### config.mk
export PLATFORM = sky130hd
export DESIGN_NAME = bcd_sevenseg_scan_flat
export DESIGN_NICKNAME = d
export VERILOG_FILES = /design/src/rtl/bcd_sevenseg_scan_if.sv /design/src/rtl/bcd_sevenseg_scan.sv /design/src/flat_wrapper.sv
export SDC_FILE = /design/constraint.sdc
export NUM_CORES = 1
export LEC_CHECK = 0
export ABC_AREA = 1
export CAP_MARGIN = 30
export CORE_ASPECT_RATIO = 2
export CORE_MARGIN = 2
export CORE_UTILIZATION = 28
export CTS_CLUSTER_SIZE = 40
export DETAILED_ROUTE_END_ITERATION = 8
export HOLD_SLACK_MARGIN = 0.08
export PLACE_DENSITY = 0.5
export SETUP_SLACK_MARGIN = 0.02
export SLEW_MARGIN = 30
export SYNTH_ARGS = -nofsm -noshare
export SYNTH_HDL_FRONTEND = slang
export SYNTH_SLANG_ARGS = --single-unit
### constraint.sdc
create_clock -name clk -period 4.2 [get_ports clk]
set_input_delay 0.63 -clock clk [delete_from_list [all_inputs] [get_ports clk]]
set_output_delay 0.63 -clock clk [all_outputs]
set_load 0.03 [all_outputs]
### src/rtl/bcd_sevenseg_scan_if.sv
// Display bus of the four-digit scanner: BCD word and controls in, active-low
// segment/anode drive and frame marker out.
interface bcd_sevenseg_scan_if;
  logic [15:0] bcd_in;
  logic        load;
  logic        blank_lz;
  logic [6:0]  seg;
  logic [3:0]  an;
  logic        frame;

  modport master (output bcd_in, load, blank_lz, input seg, an, frame);
  modport slave  (input bcd_in, load, blank_lz, output seg, an, frame);
endinterface

### src/rtl/bcd_sevenseg_scan.sv
// Time-multiplexed 4-digit seven-segment driver: shadow-registered BCD word,
// per-slot prescaler, leading-zero blanking and dash for non-BCD codes.
//
// state  | meaning
// S_DIG0 | scanning digit 0 (least significant)
// S_DIG1 | scanning digit 1
// S_DIG2 | scanning digit 2
// S_DIG3 | scanning digit 3, wraps to S_DIG0 with a frame pulse
module bcd_sevenseg_scan #(
  parameter int unsigned REFRESH_DIV = 100000
) (
  input  logic                 clk,
  input  logic                 rst,
  bcd_sevenseg_scan_if.slave   bus
);

  localparam int unsigned PW = ($clog2(REFRESH_DIV + 1) > 0) ? $clog2(REFRESH_DIV + 1) : 1;
  localparam logic [PW-1:0] TC = PW'(REFRESH_DIV - 1);

  typedef enum logic [1:0] {
    S_DIG0 = 2'd0,
    S_DIG1 = 2'd1,
    S_DIG2 = 2'd2,
    S_DIG3 = 2'd3
  } scan_t;

  scan_t         r_state;
  scan_t         w_state_nxt;
  logic [PW-1:0] r_presc;
  logic          w_adv;
  logic [15:0]   r_shadow;
  logic [6:0]    r_seg;
  logic [3:0]    r_an;
  logic          r_frame;
  logic [3:0]    w_digit;
  logic [3:0]    w_zero;
  logic          w_blank;
  logic [6:0]    w_dec;
  logic [6:0]    w_seg_nxt;
  logic [3:0]    w_an_nxt;

  assign w_adv = (r_presc == TC);

  always_ff @(posedge clk or posedge rst) begin
    if (rst) begin
      r_presc <= '0;
    end else if (w_adv) begin
      r_presc <= '0;
    end else begin
      r_presc <= r_presc + PW'(1);
    end
  end

  always_ff @(posedge clk or posedge rst) begin
    if (rst) begin
      r_state <= S_DIG0;
    end else begin
      r_state <= w_state_nxt;
    end
  end

  always_comb begin
    w_state_nxt = r_state;
    if (w_adv) begin
      case (r_state)
        S_DIG0:  w_state_nxt = S_DIG1;
        S_DIG1:  w_state_nxt = S_DIG2;
        S_DIG2:  w_state_nxt = S_DIG3;
        S_DIG3:  w_state_nxt = S_DIG0;
        default: w_state_nxt = S_DIG0;
      endcase
    end
  end

  always_ff @(posedge clk or posedge rst) begin
    if (rst) begin
      r_shadow <= '0;
    end else if (bus.load) begin
      r_shadow <= bus.bcd_in;
    end
  end

  assign w_zero[0] = (r_shadow[3:0]   == 4'd0);
  assign w_zero[1] = (r_shadow[7:4]   == 4'd0);
  assign w_zero[2] = (r_shadow[11:8]  == 4'd0);
  assign w_zero[3] = (r_shadow[15:12] == 4'd0);

  // A digit is dark only if it and every more significant digit are zero;
  // non-BCD codes are non-zero so a dash is never blanked.
  always_comb begin
    w_digit = r_shadow[3:0];
    w_blank = 1'b0;
    case (r_state)
      S_DIG0: begin
        w_digit = r_shadow[3:0];
        w_blank = 1'b0;
      end
      S_DIG1: begin
        w_digit = r_shadow[7:4];
        w_blank = &w_zero[3:1];
      end
      S_DIG2: begin
        w_digit = r_shadow[11:8];
        w_blank = &w_zero[3:2];
      end
      S_DIG3: begin
        w_digit = r_shadow[15:12];
        w_blank = w_zero[3];
      end
      default: begin
        w_digit = r_shadow[3:0];
        w_blank = 1'b0;
      end
    endcase
  end

  always_comb begin
    w_dec = 7'h3F;
    case (w_digit)
      4'd0:    w_dec = 7'h40;
      4'd1:    w_dec = 7'h79;
      4'd2:    w_dec = 7'h24;
      4'd3:    w_dec = 7'h30;
      4'd4:    w_dec = 7'h19;
      4'd5:    w_dec = 7'h12;
      4'd6:    w_dec = 7'h02;
      4'd7:    w_dec = 7'h78;
      4'd8:    w_dec = 7'h00;
      4'd9:    w_dec = 7'h10;
      default: w_dec = 7'h3F;
    endcase
  end

  always_comb begin
    w_seg_nxt = w_dec;
    w_an_nxt  = ~(4'b0001 << r_state);
    if (bus.blank_lz && w_blank) begin
      w_seg_nxt = 7'h7F;
      w_an_nxt  = 4'hF;
    end
  end

  always_ff @(posedge clk or posedge rst) begin
    if (rst) begin
      r_seg   <= 7'h7F;
      r_an    <= 4'hF;
      r_frame <= 1'b0;
    end else begin
      r_seg   <= w_seg_nxt;
      r_an    <= w_an_nxt;
      r_frame <= w_adv && (r_state == S_DIG3);
    end
  end

  assign bus.seg   = r_seg;
  assign bus.an    = r_an;
  assign bus.frame = r_frame;

endmodule

### src/flat_wrapper.sv
// flat-port wrapper written by rule: the top's interface ports become plain ports
module bcd_sevenseg_scan_flat 
#(
  parameter int unsigned REFRESH_DIV = 100000
)
  (clk, rst, bus_bcd_in, bus_load, bus_blank_lz, bus_seg, bus_an, bus_frame);
  bcd_sevenseg_scan_if bus_i ();
  input  logic clk;
  input  logic rst;
  input wire logic [$bits(bus_i.bcd_in)-1:0] bus_bcd_in;
  input wire logic [$bits(bus_i.load)-1:0] bus_load;
  input wire logic [$bits(bus_i.blank_lz)-1:0] bus_blank_lz;
  output wire logic [$bits(bus_i.seg)-1:0] bus_seg;
  output wire logic [$bits(bus_i.an)-1:0] bus_an;
  output wire logic [$bits(bus_i.frame)-1:0] bus_frame;
  assign bus_i.bcd_in = bus_bcd_in;
  assign bus_i.load = bus_load;
  assign bus_i.blank_lz = bus_blank_lz;
  assign bus_seg = bus_i.seg;
  assign bus_an = bus_i.an;
  assign bus_frame = bus_i.frame;
  bcd_sevenseg_scan #(.REFRESH_DIV(REFRESH_DIV)) u_core (.clk(clk), .rst(rst), .bus(bus_i));
endmodule
Word level (Yosys, flattened, before mapping)
Memories as Yosys holds them, arrays and structs flattened.
Cells that the tools add are included.
- bits of input ports: 20
- output and inout port bits: 12
- memories: 1
- bits in read-only memories: 112
- flip-flop bits (word level): 47
- logic and storage cells: 28
- bitwise logic cells: 1
- shifts and indexed selects: 1
- reductions and logical operators: 8
- add/subtract/negate cells: 1
- muxes and demuxes: 6
- equality and inequality tests: 4
- memories (name ; words ; width ; read ports ; clocked after memory_dff ; write ports ; RTL line ; text):
    (name not given) ; 16 ; 7 ; 1 ; 0 ; 0 ; bcd_sevenseg_scan.sv:119 ; case (w_digit)
- operators with widths (operator ; number):
    17-bit by 1-bit adder with 17-bit output, second input constant ; 1
    17-bit equality test, second input constant ; 1
    17-bit 2-to-1 mux ; 1
    4-bit one-hot mux with 4 select lines ; 1
    4-bit zero test ; 3
    2-bit one-hot mux with 4 select lines ; 1
    7-bit 2-to-1 mux ; 1
    2-bit equality test, second input constant ; 2
    4-bit 2-to-1 mux ; 1
    4-bit inverter ; 1
    1-bit one-hot mux with 4 select lines ; 1
    1-bit by 2-bit << shifter with 4-bit output, first input constant ; 1
    3-bit AND reduction ; 1
    2-bit by 1-bit equality test with 1-bit output, second input constant ; 1
    1-bit logical AND ; 2
    2-bit zero test ; 1
    2-bit AND reduction ; 1

Logic depth before layout (Yosys ltp)
- depth after elaboration: 5
- gate-level depth with buffers: 12
- mapped depth without buffers: 12

Worst setup path before layout
OpenSTA, ideal clock, no wires.
- path type: reg-to-reg
- start point: reg u_core.r_state[0]
- end point: reg u_core.r_seg[3], in the netlist u_core.bus.seg[3]
- period minus slack after synthesis: 1673 ps
- path slack: 2527 ps
- arrival: 1612 ps
- cell stages (with the launch flop): 12
- required time: 4140 ps
- cell sequence: dfrtp_1 inv_1 ha_1 inv_2 nand2_1 o21bai_1 ha_1 inv_1 nand2_1 nand2_1 nand2_1 nand2_1
- cells in the longest elaborated chain, start to end: 4
- elaborated cells between the ends (all ways): 9
- those cells by class: eq/ne: 3; mux: 3; reduce/logical: 2; memory: 1
- RTL lines (what ; RTL line ; text):
    start, declared ; bcd_sevenseg_scan.sv:27 ; scan_t r_state;
    start signal, assigned ; bcd_sevenseg_scan.sv:58 ; r_state <= w_state_nxt;
    2-bit equality test, or another cell as far along ; bcd_sevenseg_scan.sv:93 ; case (r_state)
    4-bit one-hot mux with 4 select lines or 1-bit one-hot mux with 4 select lines (tied branches) ; bcd_sevenseg_scan.sv:93 ;
    memory 16 x 7 bit or 1-bit logical AND (tied branches) ; n/a ;
    7-bit 2-to-1 mux (*) ; bcd_sevenseg_scan.sv:137 ; if (bus.blank_lz && w_blank) begin
    via u_core.w_seg_nxt[3] ; bcd_sevenseg_scan.sv:39 ; logic [6:0] w_seg_nxt;
    end signal, assigned ; bcd_sevenseg_scan.sv:149 ; r_seg <= w_seg_nxt;
    end, declared ; bcd_sevenseg_scan.sv:32 ; logic [6:0] r_seg;
The timed path passes the listed nets; every way through them passes the cells marked *.
A chain may end at the register's enable or synchronous reset.

Worst setup path in the final report
- start point: reg u_core.r_seg[5], in the netlist u_core.bus.seg[5]
- end point: out bus_seg[5]
- RTL lines (what ; RTL line ; text):
    end, declared ; flat_wrapper.sv:13 ; output wire logic [$bits(bus_i.seg)-1:0] bus_seg;
No word-level cell between the ends.

==> impl_metrics.csv <==
group,metric,value,unit
run_status,status,"completed",
detailed_routing,drt_iter0_drc,76,
floorplanning,die_w,70.1,um
floorplanning,dieArea,9540,sq um
yosys,synth_flop_cell,"dfrtp_1",
sta,setup_tns,0,ns
detailed_routing,drt-met1-wl,1.83,mm
yosys,synth-seq-cells,47,
clocking,cts_tree,"built",
detailed_routing,wl,5.22,mm
yosys,synth_nets,319,
critical_path,crit_fanout,1,
yosys,synth_cell_types,32,
clocking,htreeDepth,2,
clocking,root_buffer,"clkbuf_16",
run,maxCapViolCount,0,
yosys,synthArstFlopShare,100,%
floorplanning,initial_core_util,28.5,%
detailed_routing,drt_pass1_iterations,6,
sta,fin_crit,2.11,ns
critical_path,cp.required,3.57,ns
global_routing,grt_pass1_vias,1947,
yosys,ys_seq_area_share,48.6,%
yosys,yosys_warnings,0,
placed_design,place_congestion,0.819,
global_routing,grt-ovfl-total,0,
sta,grt_setup_unrepaired,"no",
clocking,clk_latency,0.29,ns
hold_path,hold_path.class,"flop to flop",
yosys,synthTopCellsByArea,"dfrtp_1, nand2_1, dfstp_2",
floorplanning,die_y,136,um
finish,final_cell_mix,"nand2_1, inv_1, dfrtp_1, nor2_1, clkdlybuf4s50_1",
global_routing,grtUsageTotal,12.2,%
detailed_routing,topRoutingLayerUsed,"met4",
critical_path,crit_chain,"clkdlybuf4s50_1",
clocking,cts_buffers,5,
finish,antenna_cells,0,
global_routing,grt_max_degree,48,
yosys,avgSynthCellArea,8.43,sq um
finish,layout-drive-gt1-share,14.1,%
detailed_routing,wl_met3,110,um
critical_path,end_kind,"output pin",
yosys,synth_area,2450,sq um
critical_path,critPathMaxStageDelay,0.68,ns
clocking,holdBufCountCts,0,
placed_design,dp_hpwl,4.18,mm
clocking,path_clk_slew,0.07,ns
critical_path,cp.arrival,1.48,ns
clocking,cts_num_sinks,47,
yosys,syn_inst,290,
detailed_routing,wl_met2,3.07,mm
sta,period_share,50.2,%
critical_path,critPathLaunchType,"flop",
critical_path,crit_slowest_cell,"clkdlybuf4s50_1",
sta,hold_violations,0,
clocking,cts.repair.resized,0,
sta,max_freq,474,MHz
detailed_routing,drc,0,
yosys,synth_top_area_share,36.8,%
pwr,cellLeakagePower,0.00145,uW
finish,syn2layout_area_growth,24.9,%
finish,utilization,35.6,%
critical_path,crit_family,"buffers and inverters",
pwr,ir_drop,165,uV
sta,worstMarginPinSlew,0.786,ns
yosys,synth_top_area_cell,"dfrtp_1",
sta,final-setup-viol-count,0,
floorplanning,num_io_pins,32,
yosys,synth-edff-count,0,
floorplanning,rows,48,
detailed_routing,vias,1873,
critical_path,critical_path_class,"flop to output pin",
finish,final_common_cell,"nand2_1",
global_routing,antenna_found_initial,0,
critical_path,crit_buf_inv,1,
sta,slew_viol_final,0,
clocking,clockBufferDepth,2,
global_routing,grt_pass1_wl,8.95,mm
detailed_routing,vias_per_cell,4.39,
sta,slew_headroom,47.4,%
pwr,powerDensity,358,nW/um^2
detailed_routing,avgRoutedWirePerCell,12.2,um
detailed_routing,drtAntennaViolNets,0,
clocking,post-cts-setup-buffer-count,0,
sta,fin_skew,0.00728,ns
placed_design,io_buffers,31,
finish,fin_nets,355,
floorplanning,core_area,8590,sq um
through the flow:
| stage | std cells | power (uW) | setup slack [ns] | cell area, sq um | hold WS [ns] |
|---|---|---|---|---|---|
| finish | 427 | 1090 | 2.09 | 3050 | 0.473 |
| floorplan | 290 | 584 | 2.47 | 2450 | 0.433 |
| detailed placement | 419 | 641 | 2.01 | 2870 | 0.464 |
| CTS | 427 | 1110 | 2.06 | 3050 | 0.473 |
| global route | 427 | 1150 | 2.04 | 3050 | 0.495 |
| global placement | 419 | 638 | 2.03 | 2870 | 0.448 |
Yosys cell counts, types with 4 or more instances:
library cell	count
nand2_1	81
inv_1	37
dfrtp_1	36
nor2_1	31
nand3_1	19
dfstp_2	11
ha_1	9
mux2_2	9
xor2_1	9
nor3_1	8
o21ai_0	8
nand4_1	6
inv_2	4
nand2_2	4
sequential cells by signal, summed over array words and instances, names as in the netlist:
register          cells
u_core.r_shadow      16
u_core.bus.an         4
u_core.bus.seg        7
u_core.r_state        2
u_core.r_presc       17
u_core.bus.frame      1
routing by layer:
metal,track usage (%),up-vias
met4,7.59,0
met1,11.5,858
met5,0,-
li1,-,972
met3,1.56,13
met2,24.0,30
power breakdown:
part	internal, uW	switching [uW]	leakage (uW)
clock	293	171	0.0000907
combinational	59.2	71.4	0.000791
sequential	486	12.3	0.000571
cells by family after synthesis:
group                      count (synthesis)  share of synthesized area (%)
buffers and inverters                     44                           6.96
muxes                                      9                           4.14
adders and majority gates                  9                           4.60
AOI/OAI and AO/OA                         14                           3.68
and+or+nand+nor                          157                           28.4
xor gates and xnor gates                  10                           3.58
DFF                                       47                           48.6
final timing paths:
kind | cells after the start | slack, ns | endpoint | startpoint
worst max-delay path | 1 | 2.09 | bus_seg[5] | u_core.bus.seg[5]
worst min-delay path | 1 | 0.47 | u_core.r_presc[0] | u_core.r_presc[0]
worst max register to register | 11 | 2.25 | u_core.bus.seg[3] | u_core.r_state[0]
worst min register to register | 1 | 0.47 | u_core.r_presc[0] | u_core.r_presc[0]
max in group asynchronous | 3 | 3.00 | u_core.r_presc[4] | rst
min in group asynchronous | 3 | 0.81 | u_core.r_shadow[0] | rst
cell type report:
cell class / instances / area [sq um]
clock buffer: 7 / 175
clock inverter: 1 / 6.26
fill: 903 / 5530
inverter: 41 / 154
multi-input combinational: 199 / 1090
sequential: 47 / 1190
tap: 100 / 125
timing repair buffer: 32 / 318
No activity file was read; power rests on OpenSTA's default activity.
